**src/rtl/preg_freelist.sv**
```systemverilog
// Physical-register free list for a two-wide rename stage: circular buffer with
// speculative and architectural heads, flush recovery and a sticky overflow flag.
//
// state    | meaning
// ---------+----------------------------------------------------------------
// NORMAL   | allocation allowed when at least two entries are free
// RECOVER  | one-cycle bubble after a flush while spec_head settles on arch_head
module preg_freelist #(
    parameter int PREG_NUM = 64,
    parameter int FL_DEPTH = 32
) (
    input  logic       clock,
    input  logic       reset_n,
    input  logic       alloc0_req,
    input  logic       alloc1_req,
    output logic       alloc_ready,
    output logic [5:0] alloc0_preg,
    output logic [5:0] alloc1_preg,
    input  logic       free0_valid,
    input  logic       free1_valid,
    input  logic [5:0] free0_preg,
    input  logic [5:0] free1_preg,
    input  logic       commits0_valid,
    input  logic       commits0_need_to_wb,
    input  logic       commits1_valid,
    input  logic       commits1_need_to_wb,
    input  logic       flush_valid,
    output logic [5:0] free_count,
    output logic       overflow_err
);

    localparam logic ST_NORMAL  = 1'b0;
    localparam logic ST_RECOVER = 1'b1;

    logic [5:0] fl_buf [FL_DEPTH];
    logic [5:0] spec_head;
    logic [5:0] arch_head;
    logic [5:0] tail;
    logic       state;
    logic       state_next;

    logic [4:0] head_idx;
    logic [4:0] head_idx_p1;
    logic [4:0] tail_idx;
    logic [4:0] tail_idx_free1;
    logic [1:0] alloc_cnt;
    logic [1:0] push_cnt;
    logic [1:0] commit_cnt;
    logic [5:0] arch_head_next;
    logic       push_overflows;

    assign head_idx       = spec_head[4:0];
    assign head_idx_p1    = head_idx + 5'd1;
    assign tail_idx       = tail[4:0];
    assign tail_idx_free1 = tail_idx + {4'd0, free0_valid};

    assign alloc_cnt  = {1'b0, alloc0_req} + {1'b0, alloc1_req};
    assign push_cnt   = {1'b0, free0_valid} + {1'b0, free1_valid};
    assign commit_cnt = {1'b0, commits0_valid & commits0_need_to_wb}
                      + {1'b0, commits1_valid & commits1_need_to_wb};

    assign arch_head_next = arch_head + {4'd0, commit_cnt};

    assign free_count  = tail - spec_head;
    assign alloc_ready = (state == ST_NORMAL) && !flush_valid && (free_count >= 6'd2);

    assign alloc0_preg = fl_buf[head_idx];
    assign alloc1_preg = alloc0_req ? fl_buf[head_idx_p1] : fl_buf[head_idx];

    // Overflow is judged against the occupancy seen at the start of the cycle.
    assign push_overflows = ({1'b0, free_count} + {5'd0, push_cnt}) > 7'(FL_DEPTH);

    always_comb begin
        state_next = state;
        case (state)
            ST_NORMAL:  state_next = flush_valid ? ST_RECOVER : ST_NORMAL;
            ST_RECOVER: state_next = flush_valid ? ST_RECOVER : ST_NORMAL;
            default:    state_next = ST_NORMAL;
        endcase
    end

    always_ff @(posedge clock or negedge reset_n) begin
        if (!reset_n) begin
            for (int i = 0; i < FL_DEPTH; i++) begin
                fl_buf[i] <= 6'(PREG_NUM - FL_DEPTH + i);
            end
        end else begin
            if (free0_valid) begin
                fl_buf[tail_idx] <= free0_preg;
            end
            if (free1_valid) begin
                fl_buf[tail_idx_free1] <= free1_preg;
            end
        end
    end

    always_ff @(posedge clock or negedge reset_n) begin
        if (!reset_n) begin
            spec_head    <= 6'd0;
            arch_head    <= 6'd0;
            tail         <= 6'(FL_DEPTH);
            state        <= ST_NORMAL;
            overflow_err <= 1'b0;
        end else begin
            state     <= state_next;
            arch_head <= arch_head_next;
            tail      <= tail + {4'd0, push_cnt};
            if (push_overflows) begin
                overflow_err <= 1'b1;
            end
            // A flush rewinds to the committed point, including this cycle's commits.
            if (flush_valid) begin
                spec_head <= arch_head_next;
            end else if (alloc_ready) begin
                spec_head <= spec_head + {4'd0, alloc_cnt};
            end
        end
    end

endmodule

```
**config.mk**
```make
export PLATFORM = sky130hd
export DESIGN_NAME = preg_freelist
export DESIGN_NICKNAME = d
export VERILOG_FILES = /design/src/rtl/preg_freelist.sv
export SDC_FILE = /design/constraint.sdc
export NUM_CORES = 1
export LEC_CHECK = 0
export CORE_MARGIN = 2
export CORE_UTILIZATION = 50
export CTS_CLUSTER_SIZE = 40
export DETAILED_ROUTE_END_ITERATION = 10
export PLACE_DENSITY = 0.73
export SYNTH_ARGS = -nofsm -noshare
export SYNTH_HDL_FRONTEND = slang
export SYNTH_SLANG_ARGS = --single-unit
```
**constraint.sdc**
```tcl
create_clock -name clock -period 4.15 [get_ports clock]
set_input_delay 0.83 -clock clock [delete_from_list [all_inputs] [get_ports clock]]
set_output_delay 0.83 -clock clock [all_outputs]
set_load 0.02 [all_outputs]
```
==> flow_summary.json <==
{
  "cts_root_buf": "clkbuf_16",
  "final_common_cell": "mux2i_1",
  "synthFlopType": "dfstp_2",
  "vias": 10900,
  "synth_top_area_cell": "dfstp_2",
  "multiInputGateArea_um2": 8200,
  "area_delta_synth_final_pct": 11.8,
  "reg2reg_to": "spec_head[0]",
  "die-area_um2": 29600,
  "synth_edf_count": 0,
  "n_antenna_cell": 0,
  "h-tree-depth": 1,
  "cts.clk_slew.worst_paths_ns": 0.06,
  "setup_viol": 0,
  "status": "completed",
  "drt_iter0_drc": 1595,
  "place_congestion": 1.01,
  "fmax_mhz": 241,
  "clk_latency_ns": 0.54,
  "finalMaxSlewViolations": 0,
  "grt_usage_pct": 30.1,
  "slew_headroom_pct": 11.0,
  "hp-class": "input port to async pin",
  "syn_area_um2": 14100,
  "r2r_slack_ns": 1.11,
  "first_pass_iters": 6,
  "cts_tree": "done",
  "wl_met1_um": 16500,
  "drive_gt1_share_pct": 34.1,
  "timing.rr.start": "spec_head[0]",
  "avgRoutedWirePerCell_um": 26.5,
  "cp.arrival_ns": 3.31,
  "ys_ff_latch": 212,
  "nets": 1306,
  "syn_nets": 1295,
  "grt_pass1_wl_um": 66100,
  "start_util_pct": 50.9,
  "cts_buffers": 24,
  "maxCapViolCount": 0,
  "grt_setup_unrepaired": "true",
  "p_total_mw": 15.7,
  "post-route-drc-count": 0,
  "grt_max_degree": 93,
  "final_antenna_net_count": 0,
  "endpoint": "alloc1_preg[5]",
  "grt_pass1_vias": 10600,
  "final_cell_mix": "mux2i_1 (145), nand2_1 (124), nor2_1 (121), mux4_2 (120), dfstp_2 (113)",
  "pre_cts_slack_ns": 0.214,
  "grt_overflow": 0,
  "clock-sinks": 212,
  "cts_max_path_buffers": 3,
  "worst_slack_ns": 0.00518,
  "io_buffers": 42,
  "postSynthAreaPerCell_um2": 11.3,
  "r2r_cells": 10,
  "finalCritPeriodShare_pct": 99.9,
  "regArea_um2": 5450,
  "cp-startpoint": "spec_head[0]",
  "row_count": 61,
  "syn_inst": 1252,
  "async_flop_share_pct": 100,
  "antenna_found_initial": 0,
  "dp_cells": 1610,
  "critPathLaunchType": "register",
  "hold_viol_final": 0,
  "finClkSkew_ns": 0.00888,
  "crit_required_ns": 3.32,
  "cp_max_fo": 16,
  "place_hpwl_um": 30700,
  "fp.dieH_um": 172,
  "ys_seq_area_share_pct": 38.5,
  "yosys-top-cells-area": "dfstp_2 (21%), mux4_2 (19%), dfrtp_1 (18%)",
  "peakVddDrop_mv": 0.609,
  "vias_per_cell": 6.60,
  "worstMarginPinSlew_ns": 1.33,
  "power_density_nw_per_um2": 990,
  "routed_wl_um": 44000,
  "hold_ws_ns": 0.352,
  "instances_no_fill": 1659,
  "io_pins": 43,
  "wl_met2_um": 20200,
  "synth_top_area_share_pct": 21.0,
  "min_period_ns": 4.14,
  "synthDistinctLibCells": 52,
  "met3WireLength_um": 5170,
  "die_width_um": 172,
  "worstSetupPathType": "register to output port",
  "core_region_area_um2": 27800,
  "fillers": 2320,
  "yosys_warnings": 0,
  "fin_util_pct": 56.9,
  "crit_path_end_kind": "output port",
  "p_leak_nw": 6.17,
  "highest_layer": "met5"
}
==> per-layer routing <==
layer	global-route usage, %	vias up
li1	-	4604
met1	40.0	5425
met2	47.1	771
met3	7.62	143
met4	12.5	2
met5	1.04	-
==> timing repair <==
item                                    CTS  global route
gates cloned                              1             0
buffers inserted                          0             4
pin swaps                                 0             1
endpoints found under the setup margin   10             9
gates resized for setup                  28            15
hold buffers                              0             0
==> worst max-delay path, stage by stage, from the launching register on <==
cell	delay (ns)
dfrtp_4	0.53
ha_4	0.38
buf_16	0.20
buf_4	0.14
mux4_2	0.49
mux4_2	0.51
mux2i_2	0.19
a21oi_1	0.14
buf_2	0.21
==> state kept, by name, indices dropped and copies added, names as in the netlist <==
register and cells:
arch_head 6, fl_buf 192, overflow_err 1, spec_head 6
state 1, tail 6
==> power breakdown <==
group | total [mW] | switching (mW) | leakage (nW) | internal, mW
Clock | 2.12 | 0.883 | 0.378 | 1.24
Combinational | 8.85 | 4.28 | 3.41 | 4.57
Sequential | 4.69 | 1.18 | 2.39 | 3.50
Total | 15.7 | 6.34 | 6.17 | 9.31
==> worst min path at each step <==
stage               cells after the start      endpoint  slack (ns)
floorplan                               1  arch_head[5]        0.44
global placement                        1  overflow_err        0.46
detailed placement                      1  arch_head[5]        0.48
CTS                                     1    fl_buf[32]        0.38
global route                            1    fl_buf[18]        0.40
finish                                  1    fl_buf[32]        0.35
==> cells in the mapped netlist (6+ instances only) <==
library cell,number
a21oi_1,92
and2_1,6
and3_1,7
buf_2,17
buf_6,6
clkbuf_1,74
dfrtp_1,99
dfstp_2,113
ha_1,15
inv_1,20
mux2_2,95
mux2i_1,151
mux4_2,120
nand2_1,124
nand2b_1,7
nand3_1,21
nor2_1,121
nor3_1,11
o211ai_1,7
o21ai_0,68
xnor2_1,9
xor2_1,7
==> metrics by stage <==
step,setup TNS (ns),instance area [µm²]
finish,0,15800
floorplan,0,14100
CTS,0,15800
global placement,0,14900
detailed placement,0,14900
global route,-0.0855,15800
==> cells by family (layout without fill, tap and decap cells) <==
group | Yosys count | in the layout | synth area share [%]
fa+ha+maj | 20 | 20 | 2.04
flops | 212 | 212 | 38.5
compound gates | 189 | 189 | 7.31
simple gates | 319 | 319 | 9.58
mux | 368 | 368 | 37.5
buf+inv | 128 | 157 | 4.03
xor+xnor | 16 | 16 | 0.991
==> cell type report <==
class                      count  area share (%)
multi-input combinational    912            51.9
sequential                   212            34.5
timing repair buffer          88            5.15
clock buffer                  38            4.52
tap                          378            2.99
inverter                      25           0.594
clock inverter                 6           0.388
Power figures use the tool's default switching activity.
